### src/rtl/grn_ctrl_pkg.sv
// Shared types and default sizing for the network attractor-search controller.
package grn_ctrl_pkg;

    localparam int unsigned N_NODES_DEF   = 8;
    localparam int unsigned CNT_W_DEF     = 16;
    localparam int unsigned MAX_STEPS_DEF = 1000;

    typedef enum logic [2:0] {
        StIdle,
        StLoad,
        StStep,
        StCheck,
        StPStep,
        StPCheck,
        StDone
    } grn_state_e;

endpackage

### src/rtl/grn_ctrl_cnt.sv
// Saturating up-counter with synchronous clear; sticks at LIMIT and flags it.
module grn_ctrl_cnt #(
    parameter int unsigned CNT_W = 16,
    parameter int unsigned LIMIT = 1000
) (
    input  logic             clk,
    input  logic             rst,
    input  logic             clr_i,
    input  logic             inc_i,
    output logic [CNT_W-1:0] cnt_o,
    output logic             at_limit_o
);

    localparam logic [CNT_W-1:0] Limit = CNT_W'(LIMIT);

    logic [CNT_W-1:0] cnt_q, cnt_d;

    // Next count: clear wins over increment; increment stops at the limit.
    always_comb begin
        cnt_d = cnt_q;
        if (clr_i) begin
            cnt_d = '0;
        end else if (inc_i && (cnt_q != Limit)) begin
            cnt_d = cnt_q + 1'b1;
        end
    end

    // Count register.
    always_ff @(posedge clk or negedge rst) begin
        if (!rst) begin
            cnt_q <= '0;
        end else begin
            cnt_q <= cnt_d;
        end
    end

    assign cnt_o      = cnt_q;
    assign at_limit_o = (cnt_q == Limit);

endmodule

### src/rtl/grn_control.sv
// Floyd tortoise/hare controller: drives two node simulations from a seed,
// detects their meeting, then walks the hare once around to measure the cycle.
module grn_control
    import grn_ctrl_pkg::*;
#(
    parameter int unsigned N_NODES   = N_NODES_DEF,
    parameter int unsigned CNT_W     = CNT_W_DEF,
    parameter int unsigned MAX_STEPS = MAX_STEPS_DEF
) (
    input  logic               clk,
    input  logic               rst,
    input  logic               start,
    input  logic               abort,
    input  logic [N_NODES-1:0] seed,
    input  logic [N_NODES-1:0] s0_vec,
    input  logic [N_NODES-1:0] s1_vec,
    output logic               reset_nos,
    output logic [N_NODES-1:0] init_state,
    output logic               start_s0,
    output logic               start_s1,
    output logic               busy,
    output logic               done,
    output logic               timeout,
    output logic [CNT_W-1:0]   steps,
    output logic [CNT_W-1:0]   period,
    output logic [N_NODES-1:0] attractor
);

    localparam logic [CNT_W-1:0] MinMeetSteps = CNT_W'(2);

    grn_state_e state_q, state_d;

    logic               reset_nos_q, start_s0_q, start_s1_q, busy_q, done_q, timeout_q;
    logic [N_NODES-1:0] init_q, attr_q;

    logic steps_clr, steps_inc, steps_at_lim;
    logic period_clr, period_inc, period_at_lim;
    logic latch_seed, capture_attr, set_timeout;

    grn_ctrl_cnt #(
        .CNT_W (CNT_W),
        .LIMIT (MAX_STEPS)
    ) u_steps_cnt (
        .clk        (clk),
        .rst        (rst),
        .clr_i      (steps_clr),
        .inc_i      (steps_inc),
        .cnt_o      (steps),
        .at_limit_o (steps_at_lim)
    );

    grn_ctrl_cnt #(
        .CNT_W (CNT_W),
        .LIMIT (MAX_STEPS)
    ) u_period_cnt (
        .clk        (clk),
        .rst        (rst),
        .clr_i      (period_clr),
        .inc_i      (period_inc),
        .cnt_o      (period),
        .at_limit_o (period_at_lim)
    );

    // Next-state and per-transition side effects; abort overrides everything.
    always_comb begin
        state_d      = state_q;
        steps_clr    = 1'b0;
        steps_inc    = 1'b0;
        period_clr   = 1'b0;
        period_inc   = 1'b0;
        latch_seed   = 1'b0;
        capture_attr = 1'b0;
        set_timeout  = 1'b0;

        if ((state_q != StIdle) && abort) begin
            state_d = StIdle;
        end else begin
            unique case (state_q)
                StIdle: begin
                    if (start) begin
                        state_d    = StLoad;
                        latch_seed = 1'b1;
                        steps_clr  = 1'b1;
                        period_clr = 1'b1;
                    end
                end
                StLoad: state_d = StStep;
                StStep: begin
                    steps_inc = 1'b1;
                    state_d   = StCheck;
                end
                StCheck: begin
                    // After one step both copies are trivially equal; not a meeting.
                    if ((steps >= MinMeetSteps) && (s0_vec == s1_vec)) begin
                        capture_attr = 1'b1;
                        period_clr   = 1'b1;
                        state_d      = StPStep;
                    end else if (steps_at_lim) begin
                        set_timeout = 1'b1;
                        state_d     = StDone;
                    end else begin
                        state_d = StStep;
                    end
                end
                StPStep: begin
                    period_inc = 1'b1;
                    state_d    = StPCheck;
                end
                StPCheck: begin
                    if (s1_vec == attr_q) begin
                        state_d = StDone;
                    end else if (period_at_lim) begin
                        set_timeout = 1'b1;
                        state_d     = StDone;
                    end else begin
                        state_d = StPStep;
                    end
                end
                StDone:  state_d = StIdle;
                default: state_d = StIdle;
            endcase
        end
    end

    // State and registered outputs; strobes are decoded from the next state.
    always_ff @(posedge clk or negedge rst) begin
        if (!rst) begin
            state_q     <= StIdle;
            reset_nos_q <= 1'b0;
            start_s0_q  <= 1'b0;
            start_s1_q  <= 1'b0;
            busy_q      <= 1'b0;
            done_q      <= 1'b0;
            timeout_q   <= 1'b0;
            init_q      <= '0;
            attr_q      <= '0;
        end else begin
            state_q     <= state_d;
            reset_nos_q <= (state_d == StLoad);
            start_s0_q  <= (state_d == StStep);
            start_s1_q  <= (state_d == StStep) || (state_d == StPStep);
            busy_q      <= (state_d != StIdle);
            done_q      <= (state_d == StDone);
            if (latch_seed) begin
                init_q    <= seed;
                timeout_q <= 1'b0;
            end else if (set_timeout) begin
                timeout_q <= 1'b1;
            end
            if (capture_attr) begin
                attr_q <= s0_vec;
            end
        end
    end

    assign reset_nos  = reset_nos_q;
    assign start_s0   = start_s0_q;
    assign start_s1   = start_s1_q;
    assign busy       = busy_q;
    assign done       = done_q;
    assign timeout    = timeout_q;
    assign init_state = init_q;
    assign attractor  = attr_q;

endmodule
### config.mk
export PLATFORM = sky130hd
export DESIGN_NAME = grn_control
export DESIGN_NICKNAME = d
export VERILOG_FILES = /design/src/rtl/grn_ctrl_pkg.sv /design/src/rtl/grn_ctrl_cnt.sv /design/src/rtl/grn_control.sv
export SDC_FILE = /design/constraint.sdc
export NUM_CORES = 1
export LEC_CHECK = 0
export ABC_AREA = 1
export CAP_MARGIN = 30
export CORE_MARGIN = 2
export CORE_UTILIZATION = 35
export CTS_BUF_LIST = sky130_fd_sc_hd__clkbuf_2
export DETAILED_ROUTE_END_ITERATION = 7
export SYNTH_ARGS = -nofsm -noshare
export SYNTH_HDL_FRONTEND = slang
export SYNTH_HIERARCHICAL = 1
export SYNTH_SLANG_ARGS = --single-unit
export TNS_END_PERCENT = 50
### constraint.sdc
create_clock -name clk -period 1.9 [get_ports clk]
set_input_delay 0.285 -clock clk [delete_from_list [all_inputs] [get_ports clk]]
set_output_delay 0.285 -clock clk [all_outputs]
set_load 0.02 [all_outputs]
; ---- Word level (Yosys, flattened, before mapping)
; Cells that the tools add are included.
[classes]
n_addsub = 2
n_lt_le_gt_ge = 1
n_eq_ne = 15
mux = 31
reduce_logical = 11
[op_table]
columns = op, n
row1 = $mux W16, 4
row2 = $add A16 B1 Y16 const B, 2
row3 = $eq A16 B10 Y1 const B, 2
row4 = $ne A16 B10 Y1 const B, 2
row5 = $mux W1, 18
row6 = $pmux W3 S6, 1
row7 = $eq A8 B8 Y1, 2
row8 = $ge A16 B2 Y1 const B, 1
row9 = $eq A3 B3 Y1 const B, 4
row10 = $mux W3, 4
row11 = $eq A3 B2 Y1 const B, 3
row12 = $eq A3 B1 Y1 const B, 2
row13 = $reduce_bool A2 Y1, 3
row14 = $reduce_bool A3 Y1, 2
row15 = $logic_and A1 B1 Y1, 4
row16 = $mux W2, 2
row17 = $pmux W1 S2, 2
row18 = $logic_not A3 Y1, 1
row19 = $logic_or A1 B1 Y1, 1
[totals]
ff_bits = 57
output_inout_bits = 54
word_cells = 71

; ---- Longest topological paths before layout
; Gate-level depths: netlist (run 1).
[logic_depth]
word_depth = 7
mapped_depth = 14
depth_no_buf = 14

; ---- Modules after synthesis
; Netlist (run 1), hierarchy kept.
[modules_own_cells]
columns = mod, instances, cells_per_inst, area_each_um2
row1 = grn_ctrl_cnt, 2, 162, 1076.0
row2 = grn_control, 1, 197, 1431.4

; ---- Least setup slack after synthesis (run 1)
; No wires, ideal clock.
[synth_timing]
path_type = reg-to-reg
startpoint = reg u_steps_cnt.cnt_q[2], in the netlist u_steps_cnt/cnt_o[2]
endpoint = reg u_period_cnt.cnt_q[10], in the netlist u_period_cnt/cnt_o[10]
setup_ns = 0.066
arrival_ns = 1.949
setup_slack_ns = -0.115
stages_incl_launch_ff = 14
synth_period_minus_slack_ns = 2.015
cell_sequence = dfrtp_1 nor2_1 nand2_1 nor2_1 nand2_1 nand3_4 nor2_8 nand2_4 buf_6 nand2_1 inv_1 buf_1 nand4_1 nand2_1
[synth_between]
elab_chain_cells = 6
word_cells_on_any_way = 7
[synth_rtl]
columns = item, line_no
row1 = "start, declared", grn_ctrl_cnt.sv:16  ; logic [CNT_W-1:0] cnt_q, cnt_d;
row2 = "start signal, assigned", grn_ctrl_cnt.sv:33  ; cnt_q <= cnt_d;
row3 = $ge A16 B2 Y1 *, grn_control.sv:94  ; if ((steps >= MinMeetSteps) && (s0_vec == s1_vec)) begin
row4 = $logic_and A1 B1 Y1 *, grn_control.sv:94
row5 = $mux W1 *, grn_control.sv:94
row6 = $pmux W1 S2 *, grn_control.sv:78  ; unique case (state_q)
row7 = $mux W1 *, grn_control.sv:75  ; if ((state_q != StIdle) && abort) begin
row8 = named net period_clr, grn_control.sv:37  ; logic period_clr, period_inc, period_at_lim;
row9 = $mux W16 or $reduce_bool A2 Y1 (tied branches), n/a
row10 = "end signal, assigned", grn_ctrl_cnt.sv:33
row11 = "end, declared", grn_ctrl_cnt.sv:16
; The timed path passes the listed nets; every way through them passes the cells marked *.
; A chain may end at the register's enable or synchronous reset.

; ---- Worst setup path in the final report (run 1)
[layout_timing]
startpoint = reg u_period_cnt.cnt_q[0], in the netlist u_period_cnt/cnt_o[0]
endpoint = reg done_q, in the netlist done
[layout_between]
elab_chain_cells = 6
[layout_rtl]
columns = item, line_no
row1 = $eq A16 B10 Y1, grn_ctrl_cnt.sv:38  ; assign at_limit_o = (cnt_q == Limit);
row2 = named net period_at_lim, grn_control.sv:37
row3 = $mux W2, grn_control.sv:112  ; end else if (period_at_lim) begin
row4 = $mux W2, grn_control.sv:110  ; if (s1_vec == attr_q) begin
row5 = $pmux W3 S6, grn_control.sv:78
row6 = $mux W3, grn_control.sv:75
row7 = $eq A3 B3 Y1, grn_control.sv:143  ; done_q <= (state_d == StDone);
row8 = "end signal, assigned", grn_control.sv:143
row9 = "end, declared", grn_control.sv:33  ; logic reset_nos_q, start_s0_q, start_s1_q, busy_q, done_q, timeout_q;
; The timed path passes the listed nets, and every way through them passes these cells.

==> out/metrics.cfg, run 1 <==
[sta]
hold_viol_final = 0
tightestPinTransition_ns = 0.466
rsz0062_at_grt = yes
max_freq_mhz = 557
setup_tns_ns = 0
period_share_pct = 94.5
drv_slew = 0
fin_skew_ns = 0.0208
timing.hold.ws_ns = 0.279
min_period_ns = 1.80
slew_headroom_pct = 68.9
setup_violations = 0

[drt]
drt_pass1_iterations = 5
wl_per_cell_um = 12.5
routed_wl_mm = 10.1
drc = 0
dr_total_vias = 3818
antenna_left = 0
drtIter0Drc = 190
viasPerCell = 4.74

[critical_path]
start_kind = flop
worstSetupEndpointType = flop
crit_path_max_fanout = 4
required_ns = 2.28
path_class = reg -> reg
crit_arrival_ns = 2.18
r2r_slack_ns = 0.10

[global_route]
grt.overflow.total = 0
grt_max_degree = 40
grt_pass1_wl_mm = 17.4
grt_pass1_vias = 3794
track_usage_pct = 19.2
antenna_found_initial = 0

[clocking]
htreeDepth = 3
cts_made_buffers = 9
cts_tree = built
cts.clk_slew.worst_paths_ns = 0.17
cts_buffer_depth = 2
cts-root-buf = clkbuf_2
clkLatencyLatePin_ns = 0.47
cts_sinks = 57

[logic_synthesis]
syn_inst = 521
syn_area_per_cell_um2 = 6.88
synth_seq_cells = 57
synth_area_mm2 = 0.00358
synth_seq_area_share_pct = 39.8
synth.area.top_cells = dfrtp_1, nand2_1, inv_1
synth_top_cell_by_area = dfrtp_1
ys.warnings.count = 6
syn-num-nets = 553
synth_top_cell_area_share_pct = 39.8
ys_types = 29

[finish]
final_layout_size_suffix_gt1_share_pct = 16.9
multi_input_area_mm2 = 0.00186
fillCellCount = 994
fin_util_pct = 52.0
diodes = 0
seqCellArea_mm2 = 0.00143
final_cell_area_mm2 = 0.00513
areaGrowthSynthToFinish_pct = 43.3
finalNetCount = 702

[placement]
dpl-instance-area_mm2 = 0.00494
port_buffers = 81
place_hpwl_mm = 7.54
place.gp.congestion = 0.871

[floorplanning]
die_area_mm2 = 0.0111
io_pins = 82
fp.dieW_um = 105
die_h_um = 105
start_util_pct = 36.3
std_cell_rows = 36
core_area_mm2 = 0.00986

[pwr]
powerDensity_mw_per_mm2 = 740
ir_drop_v = 0.000467
p_leak_uw = 0.00290

[job]
maxCapViolations = 0

[min_path]
min_path_type = in -> async

[run_status]
status = finished clean

## per-stage QoR
step / total power, µW / setup WS (ns) / std cells
after global routing: 4060 / -0.0170 / 806
final: 3800 / 0.104 / 806
after global placement: 2940 / -0.211 / 784
after CTS: 3730 / 0.00356 / 799
after detailed placement: 2970 / -0.244 / 784
after floorplan: 2320 / 0.00166 / 521
## routing by layer
| layer | part of all wire, % | global-route usage (%) |
|---|---|---|
| met1 | 46 | 25.0 |
| met2 | 48 | 31.3 |
| met3 | 5.6 | 5.05 |
| met4 | 0.66 | 5.33 |
| met5 | 0 | 0 |
## synthesized netlist by cell type
cell type	count
o21bai_1	2
xnor2_1	9
nand2_1	207
nand2_2	3
inv_2	6
nor3_1	1
buf_6	3
nor2_4	6
o21ai_4	1
buf_1	2
o21ai_2	4
inv_1	60
nand4_1	33
clkbuf_1	1
nor2_1	57
xor2_1	4
dfrtp_1	57
and3_1	1
nand3_1	28
o21ai_0	16
nand2_4	1
clkinv_1	1
nand3_4	1
ha_1	4
buf_2	2
a21oi_1	3
o21ai_1	2
nor2_2	5
nor2_8	1
## power breakdown
part | switching, µW | internal [µW] | total, µW
clock network | 456 | 280 | 736
registers | 97.0 | 1370 | 1470
logic | 928 | 667 | 1600
total | 1480 | 2320 | 3800
## path summary, 6_finish.rpt
kind	end	start	cells past startpoint
setup / recovery	done$_DFF_PN0_	u_period_cnt/cnt_o[0]$_DFFE_PN0P_	13
hold / removal	u_steps_cnt/cnt_o[4]$_DFFE_PN0P_	rst	2
setup reg to reg	done$_DFF_PN0_	u_period_cnt/cnt_o[0]$_DFFE_PN0P_	13
hold reg to reg	init_state[4]$_DFFE_PN0P_	init_state[4]$_DFFE_PN0P_	2
max in group asynchronous	u_period_cnt/cnt_o[2]$_DFFE_PN0P_	rst	3
min in group clk	init_state[0]$_DFFE_PN0P_	seed[0]	3
## flip-flops by register name, indices dropped and copies added, names as in the netlist
register and cells:
reset_nos 1, attractor 8, timeout 1, u_steps_cnt/cnt_o 16, busy 1, u_period_cnt/cnt_o 16, state_q 3, done 1
start_s1 1, init_state 8, start_s0 1
## final cells by class
class	instances	share of cell area (%)
timing repair buffer	146	25.9
inverter	67	4.97
tap	133	3.24
sequential	57	27.9
clock inverter	5	0.951
clock buffer	9	0.877
multi-input combinational	389	36.2
## logic make-up (layout without fill, tap and decap cells)
family | after synthesis | after routing | share of synthesized area [%]
AND/OR/NAND/NOR | 344 | 344 | 42.3
adder cells (fa/ha/maj) | 4 | 4 | 1.40
flip-flops | 57 | 57 | 39.8
AO/OA/AOI/OAI | 28 | 28 | 4.78
XOR/XNOR | 13 | 13 | 3.18
buffers and inverters | 75 | 227 | 8.55
## worst max-delay path, stage by stage, from the launching register on
cell and delay (ns):
dfrtp_1 0.43, inv_2 0.07, ha_1 0.15, nand2_1 0.06
nor2_1 0.11, nand2_2 0.09, nor2_4 0.12, and3_4 0.19
nor2_1 0.04, nand2_1 0.05, nand2_1 0.04, nand2_1 0.09
nand2_2 0.09, nor3_1 0.18
## cell usage in the layout (no fill, tap or decap), types with 2 or more instances in the layout
master,netlist,layout
xnor2_1,9,9
nand2_2,3,4
xor2_1,4,4
inv_2,6,7
buf_12,0,3
nor2_2,5,5
nand3_1,28,28
dfrtp_2,0,4
inv_1,60,58
nor2_1,57,57
nor2_4,6,6
dfrtp_1,57,53
clkbuf_2,0,9
clkdlybuf4s50_1,0,43
buf_4,0,61
o21bai_1,2,2
ha_1,4,4
clkinv_1,1,2
o21ai_1,2,2
a21oi_1,3,3
o21ai_2,4,4
clkinv_2,0,3
o21ai_0,16,16
dlygate4sd2_1,0,26
dlymetal6s2s_1,0,11
nand4_1,33,33
nand2_1,207,206
## what timing repair did
| item | CTS | global route |
|---|---|---|
| endpoints found under the hold margin | 18 | 0 |
| resized for setup | 26 | 16 |
| pin swaps | 0 | 3 |
| setup endpoints to repair | 26 | 43 |
| hold buffers | 1 | 0 |
| setup buffers | 0 | 7 |
(Power assumes the default switching activity.)
==> run 2, diff against run 1 <==
Settings changed: CTS_CLUSTER_SIZE set to 14.
==> results of run 2 <==
Same layout as run 1: the final DEF is identical, and so are final timing and power.
==> run 3, diff against run 2 <==
Settings changed: ABC_AREA 1 to unset, HOLD_SLACK_MARGIN set to 0.06.
==> out/metrics.cfg, run 3 <==
[pwr]
p_sw_uw = 1250
ir_drop_v = 0.000369
clockPowerShare_pct = 26.4
powerDensity_mw_per_mm2 = 787
seq_power_share_pct = 38.4
internal-power_uw = 2640
power.share.switching_pct = 32.1
p_leak_uw = 0.00245
comb_power_share_pct = 35.2

[sta]
period_share_pct = 108
slew_headroom_pct = 77.7
max_freq_mhz = 485
fin_skew_ns = 0.0298
drv_slew = 0
rsz0062_at_grt = yes
tightestPinTransition_ns = 0.332
hold_viol_final = 0
min_period_ns = 2.06
setup_violations = 5
setup_ws_ns = -0.161

[logic_synthesis]
synth_common_cells = dfrtp_1, nor2_1, nand2_1
ys_types = 47
synth.area.top_cells = dfrtp_1, xor2_1, nand4_1
synth_seq_cells = 57
synth_edf_count = 0
syn-num-nets = 345
synth_seq_area_share_pct = 45.7
syn_area_per_cell_um2 = 9.96
ys.flop_type = dfrtp_1
synth_area_mm2 = 0.00312
syn_inst = 313
yosys.cell_count.top_type = dfrtp_1
ys.warnings.count = 6
synth_top_cell_by_area = dfrtp_1
synth_top_cell_area_share_pct = 45.7
async_flop_share_pct = 100

[global_route]
grt_max_degree = 58
grt_pass1_wl_mm = 13.9
grt_pass1_vias = 2858
antenna_found_initial = 0
grt.overflow.total = 0
track_usage_pct = 17.7

[floorplanning]
die_h_um = 98.4
core_area_mm2 = 0.00868
std_cell_rows = 34
fp.dieW_um = 98.4
die_area_mm2 = 0.00968
io_pins = 82
start_util_pct = 35.9

[clocking]
htreeDepth = 3
cts-root-buf = clkbuf_2
clkLatencyLatePin_ns = 0.48
cts_buffer_depth = 2
cts_sinks = 57
cts.clk_slew.worst_paths_ns = 0.19
cts_made_buffers = 9
cts_tree = built

[finish]
seqCellArea_mm2 = 0.00144
layout_commonest_cell = buf_4
diodes = 0
multi_input_area_mm2 = 0.00175
fillCellCount = 804
final_cell_area_mm2 = 0.00493
final_cell_mix = buf_4, dfrtp_1, clkdlybuf4s50_1
areaGrowthSynthToFinish_pct = 58.2
finalNetCount = 506
final_layout_size_suffix_gt1_share_pct = 30.9
fin_util_pct = 56.8

[critical_path]
start_kind = flop
crit_path_max_fanout = 5
r2r_cells = 6
r2r-end = u_period_cnt/cnt_o[14]$_DFFE_PN0P_
r2r_slack_ns = -0.16
crit_arrival_ns = 2.48
timing.rr.start = u_steps_cnt/cnt_o[5]$_DFFE_PN0P_
worstSetupEndpointType = flop
path_class = reg -> reg
required_ns = 2.32
crit_start = u_steps_cnt/cnt_o[5]$_DFFE_PN0P_

[job]
maxCapViolations = 0

[drt]
viasPerCell = 5.02
drc = 0
antenna_left = 0
routed_wl_mm = 8.57
dr_total_vias = 2945
wl_per_cell_um = 14.6
drtIter0Drc = 130
drt_pass1_iterations = 4

[placement]
dpl-instance-area_mm2 = 0.00453
port_buffers = 81
place_hpwl_mm = 6.14
place.gp.congestion = 0.868

[run_status]
status = complete, but fails checks
violations = negative setup slack

[min_path]
min_path_type = in -> async

## run 3: timing repair
item                                    in CTS  in global routing
resized for setup                           41                 30
buffers inserted                             4                  8
hold endpoints to repair                    57                  0
pin swaps                                    3                  6
endpoints found under the setup margin      41                 29
hold buffers                                 1                  0
## run 3: routing by layer
layer | vias up | share of wire, % | global-route usage (%)
li1 | 1435 | - | -
met1 | 1416 | 45 | 24.0
met2 | 83 | 48 | 28.0
met3 | 11 | 5.4 | 4.22
met4 | 0 | 1.3 | 5.69
met5 | - | 0 | 0
## run 3: how the worst max path moves through the flow
stage,endpoint,cells after the start
5_1_grt,u_period_cnt/cnt_o[14]$_DFFE_PN0P_,6
3_5_place_dp,u_period_cnt/cnt_o[14]$_DFFE_PN0P_,9
4_1_cts,u_period_cnt/cnt_o[14]$_DFFE_PN0P_,6
3_3_place_gp,u_period_cnt/cnt_o[14]$_DFFE_PN0P_,7
6_report,u_period_cnt/cnt_o[14]$_DFFE_PN0P_,6
2_1_floorplan,u_period_cnt/cnt_o[14]$_DFFE_PN0P_,8
## run 3: power by group through the flow
stage                     clock (µW)  combinational (µW)  sequential, µW
after floorplan                    0                 489            1660
after global placement             0                1240            1500
after detailed placement           0                1250            1500
after CTS                       1060                1290            1480
after global routing            1120                1470            1510
final                           1030                1370            1490
## run 3: area by class of cell
class / instances / area share, %
Clock buffer: 9 / 0.913
Clock inverter: 7 / 2.21
Inverter: 14 / 1.07
Multi-Input combinational cell: 232 / 35.4
Sequential cell: 57 / 29.1
Tap cell: 108 / 2.74
Timing Repair Buffer: 160 / 28.5
## run 3: critical path, cell delays in order, from the launching register on
cell and delay [ns]:
dfrtp_1 0.46, nor4_4 0.32, nand4_1 0.21, and4_4 0.23, or2_4 0.24, or4_1 0.47, nand2_1 0.07
## run 3: through the flow
stage	setup WS (ns)	instances	hold slack, ns	setup TNS (ns)	power (µW)
after detailed placement	-0.315	558	0.314	-4.19	2760
after CTS	-0.141	579	0.279	-0.347	3820
after global placement	-0.279	558	0.314	-3.34	2740
after global routing	-0.230	587	0.284	-1.15	4110
after floorplan	-0.250	313	-0.0106	-0.316	2140
final	-0.161	587	0.304	-0.312	3880
## run 3: cell families (layout without fill, tap and decap cells)
family	after synthesis	in the layout	share of synthesized area [%]
DFF	57	57	45.7
and+or+nand+nor	152	152	28.4
AOI/OAI and AO/OA	22	22	4.78
xor gates and xnor gates	40	40	11.2
buffers and inverters	24	190	3.33
adders and majority gates	4	4	1.61
muxes	14	14	4.90
==> patch (config.mk and constraints of run 3) <==
Reset style: synchronous (`rst`), changed in 2 clocked blocks.
--- a/src/rtl/grn_ctrl_cnt.sv
+++ b/src/rtl/grn_ctrl_cnt.sv
@@ -27,5 +27,5 @@
 
     // Count register.
-    always_ff @(posedge clk or negedge rst) begin
+    always_ff @(posedge clk) begin
         if (!rst) begin
             cnt_q <= '0;
--- a/src/rtl/grn_control.sv
+++ b/src/rtl/grn_control.sv
@@ -124,5 +124,5 @@
 
     // State and registered outputs; strobes are decoded from the next state.
-    always_ff @(posedge clk or negedge rst) begin
+    always_ff @(posedge clk) begin
         if (!rst) begin
             state_q     <= StIdle;
Behaviour: differs if rst is asserted again (counterexample within 4 cycles, from zero or initial values and one cycle with rst low); with rst held inactive, the same outputs for 10 cycles.
==> patch against run 3 <==
  * The flow still finishes with violations (negative setup slack)
  * Setup slack gained 0.0074 ns
  * Wire length fell by 10%
  * First-iteration DRC count fell by 14%
  * Sequential cell count stayed put
  * Synthesized area down 8.3%
  * Final area decreased by 6.3%
Power is not compared: it rests on default switching activity, and its combinational part moved more than twofold at a synthesized area within 25%.
==> patch: results (changes against run 3) <==
run status finished with violations; failing checks negative setup slack; Post-DP Area 4320 um2 (-4.7%); Placer Congestion 0.817 (-5.8%); clock slew at reported path FFs 0.17 ns (-0.02 ns); Fin Hold WS 0.355 ns (+0.0512 ns); Mapped Avg Cell Area 9.05 um2 (-9.1%); slew margin rel. 0.728 (-0.0486); total wire length 7700 um (-10%); Hold Crit Start seed[7]; RR Endpoint reset_nos; post-route setup TNS -0.749 ns (-0.437 ns); final std cells w/o fill 576 (-1.9%); max incr delay on CP 0.57 ns (+0.10 ns); largest net degree at the start of global routing 17 (-71%); Clock Skew 0.0169 ns (-0.0129 ns); first-pass GRT wire length 13000 um (-6.7%); Max FO, Critical Path 6 (+1); asr flop ratio synth 0 (-1.00); Initial DRC Count 112 (-14%); vias in the first global route 2766 (-3.2%); main flop type after synthesis dfxtp_1; Hold Path Class input port to flip-flop; Final WS setup -0.153 ns (+0.00745 ns); Synth top cells by count dfxtp_1, nand2_1, nor2_1; share of cells above drive strength 1 0.281 (-0.0284); R2R cell count 8 (+2); Vias/cell 4.90 (-2.4%); Total GRT Usage 0.184 (+0.00676); Seq/Total Area, Yosys 0.399 (-0.0585); WP data arrival 2.44 ns (-0.04 ns); syn_nets 348 (+0.87%); net count reported at finish 501 (-0.99%); # setup viols final 9 (+4)
[patch: kinds of logic (layout without fill, tap and decap cells)]
logic type	after synthesis	in the layout	synth area share
AND/OR/NAND/NOR	140	140	0.293
flip-flops	57	57	0.399
AO/OA/AOI/OAI	47	47	0.111
XOR/XNOR	36	36	0.110
buffers and inverters	21	179	0.0311
multiplexers	11	11	0.0385
adder cells (fa/ha/maj)	4	4	0.0175
[patch: routing by layer]
layer | global-route usage | vias to the layer above | wire length (um)
met2 | 0.296 | 77 | 3600
met3 | 0.0415 | 10 | 466
li1 | - | 1435 | -
met4 | 0.0652 | 0 | 88
met1 | 0.242 | 1299 | 3550
met5 | 0 | - | 0
[patch: power by group through the flow]
stage	sequential (mW)	combinational, mW	clock [mW]
2_1_floorplan	1.27	0.116	0
3_3_place_gp	1.25	0.294	0
3_5_place_dp	1.25	0.296	0
4_1_cts	1.23	0.304	1.07
5_1_grt	1.23	0.329	1.13
6_report	1.23	0.305	1.05
[patch: timing repair]
item                       CTS  global route
gates resized for setup     33            19
setup endpoints to repair   30            44
setup buffers                3             3
pin swaps                    7            13
[patch: final cells by class]
| type | count | area, um2 |
|---|---|---|
| Sequential cell | 57 | 1160 |
| Clock buffer | 10 | 50.0 |
| Timing Repair Buffer | 152 | 1380 |
| Inverter | 11 | 41.3 |
| Multi-Input combinational cell | 238 | 1750 |
| Tap cell | 102 | 128 |
| Fill cell | 702 | 3190 |
| Clock inverter | 6 | 106 |
[patch: worst reg2reg max path: stages (launching register included)]
cell and delay (ns):
dfxtp_2 0.35, or4b_4 0.57, nor4_4 0.31, nand2_1 0.10, o21ai_1 0.13, a21oi_1 0.06
o2bb2ai_2 0.25, buf_4 0.16, nor4_2 0.04
